===== src/rtl/demo_regbank_pkg.sv =====
// demo_regbank shared definitions: register indices, CTRL fields,
// LED mode encoding and status field layout.
package demo_regbank_pkg;

  localparam int REG_CTRL     = 0;
  localparam int REG_LED      = 1;
  localparam int REG_BLINK    = 2;
  localparam int REG_PWM      = 3;
  localparam int REG_COUNTER  = 4;
  localparam int REG_ID       = 5;
  localparam int REG_STATUS   = 6;
  localparam int REG_RSVD     = 7;
  localparam int REG_SCRATCH0 = 8;

  localparam int CTRL_MODE_LSB = 0;
  localparam int CTRL_MODE_MSB = 1;
  localparam int CTRL_CNT_EN   = 8;
  localparam int CTRL_CNT_CLR  = 9;

  localparam int STAT_BAD      = 0;
  localparam int STAT_WCNT_LSB = 16;
  localparam int WCNT_W        = 16;

  localparam int PWM_W = 8;

  typedef enum logic [1:0] {
    MODE_STATIC = 2'd0,
    MODE_BLINK  = 2'd1,
    MODE_PWM    = 2'd2,
    MODE_OFF    = 2'd3
  } mode_e;

endpackage


===== src/rtl/demo_led_gen.sv =====
// demo_led_gen: LED output stage with static, blink, pwm and off modes.
// Ports: i_clk, i_reset (sync, active-high), i_mode, i_led_val,
//   i_blink_div (half-period, 0 acts as 1), i_duty, i_restart
//   (clears blink phase/counter), o_led (registered drive).
module demo_led_gen
  import demo_regbank_pkg::*;
#(
  parameter int DATA_W = 32,
  parameter int LED_W  = 4
) (
  input  logic              i_clk,
  input  logic              i_reset,
  input  mode_e             i_mode,
  input  logic [LED_W-1:0]  i_led_val,
  input  logic [DATA_W-1:0] i_blink_div,
  input  logic [PWM_W-1:0]  i_duty,
  input  logic              i_restart,
  output logic [LED_W-1:0]  o_led
);

  logic [DATA_W-1:0] r_bcnt;
  logic              r_phase;
  logic [PWM_W-1:0]  r_pwm;
  logic [DATA_W-1:0] w_last;
  logic [LED_W-1:0]  w_led;

  // Terminal count; a divider of 0 behaves like 1.
  assign w_last = (i_blink_div == '0) ? '0
                : i_blink_div - DATA_W'(1);

  always_comb begin
    w_led = '0;
    case (i_mode)
      MODE_STATIC: w_led = i_led_val;
      MODE_BLINK:  w_led = r_phase ? i_led_val : '0;
      MODE_PWM:    w_led = (r_pwm < i_duty) ? i_led_val : '0;
      default:     w_led = '0;
    endcase
  end

  always_ff @(posedge i_clk) begin
    if (i_reset) begin
      r_bcnt  <= '0;
      r_phase <= 1'b0;
      r_pwm   <= '0;
      o_led   <= '0;
    end else begin
      r_pwm <= r_pwm + PWM_W'(1);
      o_led <= w_led;
      if (i_restart) begin
        r_bcnt  <= '0;
        r_phase <= 1'b0;
      end else if (r_bcnt >= w_last) begin
        r_bcnt  <= '0;
        r_phase <= ~r_phase;
      end else begin
        r_bcnt <= r_bcnt + DATA_W'(1);
      end
    end
  end

endmodule


===== src/rtl/demo_regbank.sv =====
// demo_regbank: register bank with counter, ID, status, scratch and LEDs.
// Ports: S_AXI_ACLK, i_reset (sync, active-high), write strobe i_we with
//   i_waddr/i_wdata/i_wstrb, read strobe i_rd with i_raddr, o_rdata
//   (registered, one cycle after i_rd, holds otherwise), o_led.
module demo_regbank
  import demo_regbank_pkg::*;
#(
  parameter int          DATA_W    = 32,
  parameter int          ADDR_W    = 32,
  parameter int          NSCRATCH  = 8,
  parameter int          LED_W     = 4,
  parameter int          BLINK_RST = 25000000,
  parameter logic [31:0] ID_VAL    = 32'hDE30_0002
) (
  input  logic                S_AXI_ACLK,
  input  logic                i_reset,
  input  logic                i_we,
  input  logic [ADDR_W-1:0]   i_waddr,
  input  logic [DATA_W-1:0]   i_wdata,
  input  logic [DATA_W/8-1:0] i_wstrb,
  input  logic                i_rd,
  input  logic [ADDR_W-1:0]   i_raddr,
  output logic [DATA_W-1:0]   o_rdata,
  output logic [LED_W-1:0]    o_led
);

  localparam int SW   = DATA_W / 8;
  localparam int IW   = ADDR_W - 2;
  localparam int LAST = REG_SCRATCH0 + NSCRATCH - 1;
  localparam int NS_A = (NSCRATCH > 0) ? NSCRATCH : 1;

  function automatic logic [DATA_W-1:0] merge(
    input logic [DATA_W-1:0] old_v,
    input logic [DATA_W-1:0] new_v,
    input logic [SW-1:0]     strb
  );
    logic [DATA_W-1:0] m;
    m = old_v;
    for (int b = 0; b < SW; b++)
      if (strb[b]) m[8*b +: 8] = new_v[8*b +: 8];
    return m;
  endfunction

  mode_e               r_mode;
  logic                r_cnt_en;
  logic [LED_W-1:0]    r_led;
  logic [DATA_W-1:0]   r_blink;
  logic [PWM_W-1:0]    r_duty;
  logic [DATA_W-1:0]   r_counter;
  logic                r_bad;
  logic [WCNT_W-1:0]   r_wcnt;
  logic [DATA_W-1:0]   r_scr [NS_A];
  logic [DATA_W-1:0]   r_rdata;

  logic [IW-1:0]       w_widx;
  logic [IW-1:0]       w_ridx;
  logic                w_wr;
  logic                w_bad;
  logic                w_sel_ctrl;
  logic                w_sel_led;
  logic                w_sel_blink;
  logic                w_sel_pwm;
  logic                w_sel_stat;
  logic                w_clr;
  logic                w_w1c;
  logic                w_restart;
  logic [DATA_W-1:0]   w_ctrl_rd;
  logic [DATA_W-1:0]   w_ctrl_new;
  logic [DATA_W-1:0]   w_led_new;
  logic [DATA_W-1:0]   w_pwm_new;
  logic [DATA_W-1:0]   w_rval;
  logic                w_unused;

  assign w_widx = i_waddr[ADDR_W-1:2];
  assign w_ridx = i_raddr[ADDR_W-1:2];

  assign w_wr  = i_we & (w_widx <= IW'(LAST));
  assign w_bad = (i_we & (w_widx > IW'(LAST)))
               | (i_rd & (w_ridx > IW'(LAST)));

  assign w_sel_ctrl  = w_wr & (w_widx == IW'(REG_CTRL));
  assign w_sel_led   = w_wr & (w_widx == IW'(REG_LED));
  assign w_sel_blink = w_wr & (w_widx == IW'(REG_BLINK));
  assign w_sel_pwm   = w_wr & (w_widx == IW'(REG_PWM));
  assign w_sel_stat  = w_wr & (w_widx == IW'(REG_STATUS));

  always_comb begin
    w_ctrl_rd = '0;
    w_ctrl_rd[CTRL_MODE_MSB:CTRL_MODE_LSB] = r_mode;
    w_ctrl_rd[CTRL_CNT_EN] = r_cnt_en;
  end

  // CNT_CLR reads back 0, so merging against the readback
  // leaves it set only when the write carries it.
  assign w_ctrl_new = merge(w_ctrl_rd, i_wdata, i_wstrb);
  assign w_led_new  = merge(DATA_W'(r_led), i_wdata, i_wstrb);
  assign w_pwm_new  = merge(DATA_W'(r_duty), i_wdata, i_wstrb);

  assign w_clr     = w_sel_ctrl & w_ctrl_new[CTRL_CNT_CLR];
  assign w_w1c     = w_sel_stat & i_wstrb[0] & i_wdata[STAT_BAD];
  assign w_restart = w_sel_ctrl | w_sel_blink;

  always_comb begin
    w_rval = '0;
    if (w_ridx == IW'(REG_CTRL)) begin
      w_rval = w_ctrl_rd;
    end else if (w_ridx == IW'(REG_LED)) begin
      w_rval = DATA_W'(r_led);
    end else if (w_ridx == IW'(REG_BLINK)) begin
      w_rval = r_blink;
    end else if (w_ridx == IW'(REG_PWM)) begin
      w_rval = DATA_W'(r_duty);
    end else if (w_ridx == IW'(REG_COUNTER)) begin
      w_rval = r_counter;
    end else if (w_ridx == IW'(REG_ID)) begin
      w_rval = DATA_W'(ID_VAL);
    end else if (w_ridx == IW'(REG_STATUS)) begin
      w_rval[STAT_BAD] = r_bad;
      w_rval[STAT_WCNT_LSB +: WCNT_W] = r_wcnt;
    end
    for (int i = 0; i < NSCRATCH; i++)
      if (w_ridx == IW'(REG_SCRATCH0 + i)) w_rval = r_scr[i];
  end

  always_ff @(posedge S_AXI_ACLK) begin
    if (i_reset) begin
      r_mode    <= MODE_STATIC;
      r_cnt_en  <= 1'b0;
      r_led     <= '0;
      r_blink   <= DATA_W'(BLINK_RST);
      r_duty    <= PWM_W'(8'h80);
      r_counter <= '0;
      r_bad     <= 1'b0;
      r_wcnt    <= '0;
      r_rdata   <= '0;
      for (int i = 0; i < NS_A; i++) r_scr[i] <= '0;
    end else begin
      if (w_sel_ctrl) begin
        r_mode   <= mode_e'(w_ctrl_new[CTRL_MODE_MSB:CTRL_MODE_LSB]);
        r_cnt_en <= w_ctrl_new[CTRL_CNT_EN];
      end
      if (w_sel_led)   r_led   <= w_led_new[LED_W-1:0];
      if (w_sel_blink) r_blink <= merge(r_blink, i_wdata, i_wstrb);
      if (w_sel_pwm)   r_duty  <= w_pwm_new[PWM_W-1:0];
      for (int i = 0; i < NSCRATCH; i++)
        if (w_wr && w_widx == IW'(REG_SCRATCH0 + i))
          r_scr[i] <= merge(r_scr[i], i_wdata, i_wstrb);
      if (w_clr)         r_counter <= '0;
      else if (r_cnt_en) r_counter <= r_counter + DATA_W'(1);
      // A new bad access wins over a same-cycle clear.
      r_bad <= w_bad | (r_bad & ~w_w1c);
      if (w_wr) r_wcnt <= r_wcnt + WCNT_W'(1);
      if (i_rd) r_rdata <= w_rval;
    end
  end

  assign o_rdata = r_rdata;

  demo_led_gen #(
    .DATA_W (DATA_W),
    .LED_W  (LED_W)
  ) u_led (
    .i_clk       (S_AXI_ACLK),
    .i_reset     (i_reset),
    .i_mode      (r_mode),
    .i_led_val   (r_led),
    .i_blink_div (r_blink),
    .i_duty      (r_duty),
    .i_restart   (w_restart),
    .o_led       (o_led)
  );

  assign w_unused = ^{i_waddr[1:0], i_raddr[1:0], w_ctrl_new,
                      w_led_new, w_pwm_new};

endmodule


===== config.mk =====
export PLATFORM = sky130hd
export DESIGN_NAME = demo_regbank
export DESIGN_NICKNAME = d
export VERILOG_FILES = /design/src/rtl/demo_regbank_pkg.sv /design/src/rtl/demo_led_gen.sv /design/src/rtl/demo_regbank.sv
export SDC_FILE = /design/constraint.sdc
export NUM_CORES = 1
export LEC_CHECK = 0
export CAP_MARGIN = 10
export CORE_MARGIN = 4
export CORE_UTILIZATION = 35
export CTS_BUF_LIST = sky130_fd_sc_hd__clkbuf_8
export DETAILED_ROUTE_END_ITERATION = 8
export GPL_ROUTABILITY_DRIVEN = 0
export SYNTH_ARGS = -nofsm -noshare
export SYNTH_HDL_FRONTEND = slang
export SYNTH_SLANG_ARGS = --single-unit

===== constraint.sdc =====
create_clock -name S_AXI_ACLK -period 11.7 [get_ports S_AXI_ACLK]
set_input_delay 2.34 -clock S_AXI_ACLK [delete_from_list [all_inputs] [get_ports S_AXI_ACLK]]
set_output_delay 2.34 -clock S_AXI_ACLK [all_outputs]
set_load 0.1 [all_outputs]

# Word-level counts from Yosys, hierarchy flattened
# Memory sizes are Yosys's and may differ from the RTL's.
# Cells that the tools add are included.
[totals] word_cells=256 mem_bits_rw=256 memories=1 reg_bits=173
[op_classes] eq_ne=28 n_mux=153 bitwise=25 n_addsub=5 n_reduce_logical=23 order_cmp=5
[mem_list] memory="r_scr" words=8 word_bits=32 rd=8 rd_clocked_by_memory_dff=0 write_ports=8 line="demo_regbank.sv:52" source="logic [DATA_W-1:0] r_scr [NS_A];"
[ops] op="$mux 8" count=96
[ops] op="$mux 32" count=22
[ops] op="$eq 30x4->1 const B" count=16
[ops] op="$eq 30x2->1 const B" count=4
[ops] op="$eq 30x3->1 const B" count=4
[ops] op="$add 32x1->32 const B" count=2
[ops] op="$eq 30x1->1 const B" count=2
[ops] op="$gt 30x4->1 const B" count=2
[ops] op="$logic_not 30->1" count=2
[ops] op="$ge 32x32->1" count=1
[ops] op="$logic_not 32->1" count=1
[ops] op="$mux 16" count=2
[ops] op="$sub 32x1->32 const B" count=1
[ops] op="$le 30x4->1 const B" count=1
[ops] op="$mux 1" count=29
[ops] op="$add 16x1->16 const B" count=1
[ops] op="$reduce_and 2->1" count=8
[ops] op="$and 1x1->1" count=12
[ops] op="$pmux 4 s3" count=1
[ops] op="$or 1x1->1" count=11
[ops] op="$add 8x1->8 const B" count=1
[ops] op="$logic_and 1x1->1" count=8
[ops] op="$lt 8x8->1" count=1
[ops] op="$mux 4" count=2
[ops] op="other kinds (7)" count=9

# Depth between registers and ports, before layout
# Gate-level depths: netlist of the first run.
[logic_depth] depth_word=16 depth_mapped=17

# Hierarchy
# A second synthesis of the first run with hierarchy kept.
[hier_totals] cells_unflattened=2126 area_unflattened_um2=21802.2
[by_module_without_submodules] mod="demo_regbank" cells_each=1700 instances=1 area_each_um2=18410.2
[by_module_without_submodules] mod="demo_led_gen" cells_each=426 instances=1 area_each_um2=3392.0

# Least setup slack after synthesis of the first run
# No wires, ideal clock.
[synth_path] path_type="input-to-reg" startpoint="input port i_waddr[9]" endpoint="memory r_scr[1][16] (netlist: r_scr[0][48]) (enable)" arrival_ps=4088 cell_stages=9 required_ps=11371 setup_slack_ps=7283 setup_ps=329 path_cell_list="nor4_2 -> nand3_1 -> nor3_2 -> buf_4 -> nand3_1 -> nor2_1 -> buf_2 -> nand2_1 -> nand2_1"
[synth_lines] item="start, declared" line="demo_regbank.sv:18" source="input logic [ADDR_W-1:0] i_waddr,"
[synth_lines] item="end, declared" line="demo_regbank.sv:52"

# Final worst setup path of the first run
[layout_path] startpoint="register r_blink[12]" endpoint="register u_led.r_bcnt[6]"
[layout_between] elab_chain_len=4
[layout_rtl] item="start, declared" line="demo_regbank.sv:47" source="logic [DATA_W-1:0] r_blink;"
[layout_rtl] item="start signal, assigned" line="demo_regbank.sv:130" source="r_blink <= DATA_W'(BLINK_RST);"
[layout_rtl] item="start signal, assigned" line="demo_regbank.sv:143" source="if (w_sel_blink) r_blink <= merge(r_blink, i_wdata, i_wstrb);"
[layout_rtl] item="$sub 32x1->32 / $logic_not 32->1 (equally long branches)" line="demo_led_gen.sv:29, demo_led_gen.sv:28"
[layout_rtl] item="$mux 32 *" line="demo_led_gen.sv:28" source="assign w_last = (i_blink_div == '0) ? '0"
[layout_rtl] item="$ge 32x32->1 *" line="demo_led_gen.sv:53" source="end else if (r_bcnt >= w_last) begin"
[layout_rtl] item="$reduce_or 3->1 (no source line) *"
[layout_rtl] item="end signal, assigned" line="demo_led_gen.sv:57" source="r_bcnt <= r_bcnt + DATA_W'(1);"
[layout_rtl] item="end, declared" line="demo_led_gen.sv:21" source="logic [DATA_W-1:0] r_bcnt;"
# Mark *: on every way between the ends. The rest lies on a longest branch, timed or not.
# A chain may end at the register's enable or synchronous reset.

==> impl_metrics.py, run 1 <==
metrics = {
    "floorplanning": {
        "initial_core_util": 0.3564,
        "ios": 140,
        "chipWidth_um": 254.1,
        "design.die.area_sq_um": 64540,
        "fp-row-count": 89,
        "core_area_sq_um": 59460,
        "dieHeight_um": 254.1,
    },
    "sta": {
        "finalCriticalPeriod_ps": 5655,
        "max_slew_margin": 0.1703,
        "setup_viol": 0,
        "grt_setup_unrepaired": "false",
        "hold_ws_ps": 451.0,
        "tightestPinTransition_ps": 1239,
        "final.setup_skew_ps": 46.87,
        "fin_crit_sh": 0.4833,
        "hold_viol_final": 0,
        "setup_tns_ps": 0,
        "drv_slew": 0,
        "timing.fmax_ghz": 0.1768,
    },
    "cts": {
        "cts_tree": "built",
        "cts.clk_slew.worst_paths_ps": 60,
        "cts_buffers": 76,
        "clock_tree.buffer_depth": 3,
        "cts.sinks": 429,
        "holdBufCountCts": 0,
        "cts.htree.levels": 3,
        "clock_latency_ps": 680,
        "clockRootBuffer": "clkbuf_8",
        "cts_setup_buffers": 0,
        "cts_resized": 0,
    },
    "detailed_routing": {
        "wire_per_inst_um": 22.38,
        "drc_errors": 0,
        "vias": 16890,
        "drtPass1Iterations": 6,
        "drtIter0Drc": 1782,
        "postRouteAntennaNets": 0,
        "via_per_inst": 5.572,
        "totalWireLength_um": 67820,
    },
    "pwr": {
        "power_density_nw_per_um2": 131.7,
        "switching_share": 0.2522,
        "combPwrFrac": 0.068,
        "pwr-share-seq": 0.517,
        "ir_drop_mv": 0.06950,
        "clkPwrFrac": 0.415,
        "p_total_mw": 3.246,
        "intPower_mw": 2.427,
        "p_switching_mw": 0.8186,
        "p_leak_nw": 8.792,
    },
    "setup_path": {
        "critPathCaptureType": "flop",
        "rr_startpoint": "r_blink[12]",
        "path_buf_inv": 0,
        "worstRegToRegCells": 14,
        "path_depth": 14,
        "slowest_stage": "nand3_1",
        "path_class": "flop to flop",
        "critPathLaunch": "r_blink[12]",
        "cp_data_arrival_time_ps": 6200,
        "critPathLaunchType": "flop",
        "cp_cell_sequence": "or4_2, nor3_4, nand2_1, nor3_2, nand2_1, nand2_1, ha_1, a21oi_1, nor2_1, a2111oi_0, o21ai_0, a221oi_1, nand3_1, nor2_1",
        "path_max_fanout": 32,
        "crit_required_ps": 12250,
        "crit_path_frequent_cell": "nand2_1",
        "cp_top_family": "simple AND/OR/NAND/NOR gates",
        "max_stage_delay_ps": 970,
    },
    "cells_and_area": {
        "seq_area_sq_um": 11150,
        "layout_common_cells": "edfxtp_1 (256), nand2_1 (222), and2_1 (197)",
        "multi_input_area_sq_um": 9427,
        "fill_cells": 5749,
        "drive_gt1_frac": 0.08197,
        "final_util": 0.4146,
        "nNetsFinal": 2342,
        "final_common_cell": "edfxtp_1",
        "area_growth_pct": 16.34,
    },
    "grt": {
        "grt_max_degree": 68,
        "grt_pass1_wl_um": 101800,
        "grt_pass1_vias": 16600,
        "antenna_found_initial": 3,
        "grt_overflow": 0,
        "track_usage": 0.2070,
    },
    "yosys": {
        "ys_seq_area_frac": 0.5262,
        "synthCells": 2078,
        "mappedNetlistNets": 2227,
        "yosys_register_bits": 429,
        "avgSynthCellArea_sq_um": 10.20,
        "yosysWarningCount": 0,
        "syn_area_sq_um": 21190,
        "synth-async-reset-ratio": 0,
        "synthFlopType": "edfxtp_1",
        "ys_types": 76,
        "synth_edf_count": 256,
    },
    "placement": {
        "detailed_place_hpwl_um": 45400,
        "portBuffers": 135,
    },
    "worst_hold_path": {
        "hold_path_class": "flop to flop",
        "min-delay-start": "o_rdata[26]",
        "worstHoldPathCells": 2,
    },
    "outcome": {
        "run_status": "finished clean",
    },
    "run": {
        "cap_viol_max_count": 0,
    },
}
[registers in the layout, indices dropped and copies added (netlist names)]
signal / count
u_led.r_pwm: 8
u_led.r_phase: 1
u_led.o_led: 4
r_scr: 256
u_led.r_bcnt: 32
r_cnt_en: 1
r_bad: 1
r_duty: 8
r_wcnt: 16
r_mode: 2
r_counter: 32
o_rdata: 32
r_blink: 32
r_led: 4
[stage by stage]
stage                     cells  worst slack, ps  instance area [sq um]
after floorplan            2078             7283                  21190
after global placement     2888             5434                  23180
after detailed placement   2888             5393                  23180
after CTS                  3030             5946                  24650
after global routing       3031             5415                  24650
final                      3031             6045                  24650
[per-layer routing]
metal,wire (um),track usage,up-vias
met5,0,0,-
met4,1988,0.07226,0
met3,5513,0.04575,122
met2,31500,0.3350,688
met1,28820,0.2755,8326
li1,-,-,7754
[logic make-up after synthesis]
family	count (synthesis)	share of synthesized area
AND/OR/NAND/NOR	902	0.2176
XOR/XNOR	107	0.04423
multiplexers	71	0.03891
AO/OA/AOI/OAI	370	0.1162
adder cells (fa/ha/maj)	45	0.02657
flip-flops	429	0.5262
buffers and inverters	154	0.03029
[worst reg2reg max path, stage by stage (launching register included)]
cell	delay, ps
dfxtp_1	430
or4_2	790
nor3_4	210
nand2_1	90
nor3_2	270
nand2_1	540
nand2_1	240
ha_1	270
a21oi_1	150
nor2_1	60
a2111oi_0	340
o21ai_0	190
a221oi_1	650
nand3_1	970
nor2_1	360
[final cells by class]
cell class              instances  share of cell area
clock buffers                  85             0.04745
well taps                     773             0.03923
flip-flops and latches        429              0.4523
repair buffers                158             0.06151
clock inverters                57             0.01198
inverters                      33            0.005025
multi-input cells            1495              0.3824
diodes                          1           0.0001015
[power by group through the flow]
stage / registers [mW] / logic (mW) / clock network [mW]
after floorplan: 1.71 / 0.108 / 0
after global placement: 1.71 / 0.216 / 0
after detailed placement: 1.71 / 0.220 / 0
after CTS: 1.68 / 0.220 / 1.37
after global routing: 1.68 / 0.237 / 1.44
final: 1.68 / 0.222 / 1.35
[cell usage after synthesis, drive strengths merged, types with 22 or more instances]
| master | number | area share |
|---|---|---|
| a21oi | 79 | 0.019 |
| a221oi | 23 | 0.0095 |
| a22oi | 23 | 0.0081 |
| and2 | 198 | 0.058 |
| and3 | 22 | 0.0065 |
| buf | 41 | 0.010 |
| clkbuf | 80 | 0.014 |
| dfxtp | 173 | 0.16 |
| edfxtp | 256 | 0.36 |
| ha | 45 | 0.027 |
| inv | 33 | 0.0058 |
| mux2i | 43 | 0.020 |
| nand2 | 222 | 0.039 |
| nand3 | 80 | 0.019 |
| nand4 | 25 | 0.0074 |
| nor2 | 203 | 0.036 |
| nor2b | 49 | 0.014 |
| nor3 | 25 | 0.0081 |
| nor4 | 22 | 0.0078 |
| o21ai | 91 | 0.021 |
| xnor2 | 38 | 0.016 |
| xor2 | 69 | 0.029 |
[path summary, 6_finish.rpt]
path	to	slack [ps]
setup / recovery	u_led.r_bcnt[6]	6040
hold / removal	o_rdata[26]	450
setup reg to reg	u_led.r_bcnt[6]	6040
hold reg to reg	o_rdata[26]	450
Power figures use the tool's default switching activity.
==> inputs of run 2 (changes only) <==
Clock period 11.7 ns to 4.57 ns, I/O delays scaled along.
==> run 2 against run 1 <==
Effect of this change:
- power rose to 2.6 times the previous value
- worst setup slack got worse by 5800 ps
- sequential power rose to 2.6 times the previous value
- routed wire length rose by 0.86%
- largest cell class unchanged
- largest power group unchanged
- highest routed layer unchanged
==> impl_metrics.py, run 2 (synthesized netlist as in run 1, its figures left out) <==
metrics = {
    "outcome": {
        "run_status": "finished clean",
    },
    "sta": {
        "setup_tns_ps": 0,
        "final.setup_skew_ps": 36.40,
        "finalCriticalPeriod_ps": 4302,
        "hold_ws_ps": 448.7,
        "hold_viol_final": 0,
        "setup_viol": 0,
        "tightestPinTransition_ps": 1189,
        "drv_slew": 0,
        "timing.fmax_ghz": 0.2325,
        "max_slew_margin": 0.2062,
        "fin_crit_sh": 0.9413,
    },
    "pwr": {
        "p_leak_nw": 9.097,
        "intPower_mw": 6.450,
        "p_total_mw": 8.560,
        "combPwrFrac": 0.068,
        "switching_share": 0.2465,
        "ir_drop_mv": 0.1963,
        "clkPwrFrac": 0.430,
        "p_switching_mw": 2.110,
        "power_density_nw_per_um2": 339.1,
        "pwr-share-seq": 0.502,
    },
    "run": {
        "cap_viol_max_count": 0,
    },
    "setup_path": {
        "crit_required_ps": 5150,
        "path_depth": 16,
        "critPathLaunch": "r_blink[6]",
        "path_buf_inv": 2,
        "r2r_slack_ps": 270,
        "cp_cell_sequence": "nor4_4, or3b_4, nor2_2, nand2_1, or4_1, xnor2_1, nand2_1, ha_1, a2111oi_1, o21ai_0, a31o_2, a221oi_2, buf_4, nand3_1, buf_12, nor2_1",
        "critPathCaptureType": "flop",
        "r2r_end": "u_led.r_bcnt[4]",
        "path_class": "flop to flop",
        "crit_path_frequent_cell": "nand2_1",
        "cp_top_family": "simple AND/OR/NAND/NOR gates",
        "worstRegToRegCells": 16,
        "max_stage_delay_ps": 470,
        "cp_data_arrival_time_ps": 4880,
        "slowest_stage": "or3b_4",
        "rr_startpoint": "r_blink[6]",
        "path_max_fanout": 32,
        "critPathLaunchType": "flop",
        "crit_end": "u_led.r_bcnt[4]",
    },
    "cts": {
        "clockRootBuffer": "clkbuf_8",
        "cts.htree.levels": 3,
        "clock_latency_ps": 680,
        "clock_tree.buffer_depth": 3,
        "cts_setup_buffers": 0,
        "cts_buffers": 77,
        "holdBufCountCts": 0,
        "cts.clk_slew.worst_paths_ps": 60,
        "cts_resized": 0,
        "cts.sinks": 429,
        "cts_tree": "built",
    },
    "floorplanning": {
        "ios": 140,
        "dieHeight_um": 254.1,
        "design.die.area_sq_um": 64540,
        "chipWidth_um": 254.1,
        "core_area_sq_um": 59460,
        "initial_core_util": 0.3564,
        "fp-row-count": 89,
    },
    "grt": {
        "use_met3": 0.04165,
        "use_met1": 0.2761,
        "grt_pass1_vias": 16860,
        "grt_overflow": 0,
        "grt_max_degree": 62,
        "use_met2": 0.3339,
        "antenna_found_initial": 2,
        "grt_pass1_wl_um": 102100,
        "track_usage": 0.2079,
        "busiest_layer": "met2",
    },
    "placement": {
        "dpl.cell_count": 2938,
        "portBuffers": 135,
        "detailed_place_hpwl_um": 47630,
    },
    "cells_and_area": {
        "layout_common_cells": "edfxtp_1 (256), nand2_1 (221), and2_1 (197)",
        "regMostFlops": "r_scr",
        "nNetsFinal": 2393,
        "final_common_cell": "edfxtp_1",
        "largest_reg_flops": 256,
        "area_growth_pct": 19.13,
        "finalNonFillerCells": 3080,
        "drive_gt1_frac": 0.1054,
    },
    "detailed_routing": {
        "drtIter0Drc": 1761,
        "totalWireLength_um": 68400,
        "drtPass1Iterations": 5,
        "postRouteAntennaNets": 0,
        "drc_errors": 0,
        "wire_per_inst_um": 22.21,
        "via_per_inst": 5.519,
        "vias": 17000,
    },
    "worst_hold_path": {
        "hold_path_class": "flop to flop",
    },
}
## run 2: changes by cell type in the layout (fill, tap and decap cells not counted), sizes merged
cell      previous run  this run
clkbuf              85        95
buf                 26        76
inv                 67        63
diode                1         2
clkinv              20        10
clkinvlp             2         3
bufinv               1         2
## run 2: layer usage
metal,share of wire,routed length (um),vias to the layer above
met5,0,0,-
met3,0.078,5333,118
li1,-,-,7850
met4,0.034,2328,0
met1,0.42,29060,8338
met2,0.46,31680,694
## run 2: worst register-to-register path, cell delays in order, from the launching register on
cell       delay [ps]
dfxtp_1           430
nor4_4            280
or3b_4            470
nor2_2            210
nand2_1           130
or4_1             430
xnor2_1           150
nand2_1            80
ha_1              220
a2111oi_1         400
o21ai_0           180
a31o_2            270
a221oi_2          290
buf_4             170
nand3_1           130
buf_12            230
nor2_1            130
## run 2: worst min path at each step
stage	slack [ps]	start	to	cells after the start
floorplan	420	u_led.r_pwm[0]	u_led.r_pwm[0]	1
global placement	440	u_led.r_pwm[0]	u_led.r_pwm[0]	1
detailed placement	450	o_rdata[20]	o_rdata[20]	2
CTS	440	r_scr[1][113]	o_rdata[17]	2
global route	450	r_scr[1][113]	o_rdata[17]	2
finish	450	r_scr[1][113]	o_rdata[17]	2
## run 2: power groups by stage
stage	Combinational [mW]	Clock [mW]	Sequential (mW)
floorplan	0.276	0	4.38
global placement	0.569	0	4.37
CTS	0.580	3.76	4.30
global route	0.622	3.92	4.31
detailed placement	0.578	0	4.38
finish	0.585	3.68	4.30
## run 2: per-stage QoR
| stage | worst slack [ps] | instance area, sq um | utilization |
|---|---|---|---|
| CTS | 77.84 | 25210 | 0.4240 |
| detailed placement | 116.8 | 23640 | 0.3976 |
| global route | -27.76 | 25240 | 0.4245 |
| finish | 268.2 | 25240 | 0.4245 |
| floorplan | 763.4 | 21190 | - |
| global placement | 219.5 | 23640 | 0.3976 |
## run 2: area by class of cell
class                           instances  area, sq um
Inverter                               33        123.9
Clock inverter                         45        262.8
Fill cell                            5667        34220
Tap cell                              773        967.2
Timing Repair Buffer                  208         1979
Clock buffer                           95         1308
Antenna cell                            2        5.005
Sequential cell                       429        11150
Multi-Input combinational cell       1495         9448
==> inputs of run 3 (changes only) <==
Settings changed: SKIP_LAST_GASP from default to 1.
==> results of run 3 <==
No change in the layout: final DEF, timing and power equal those of run 2.
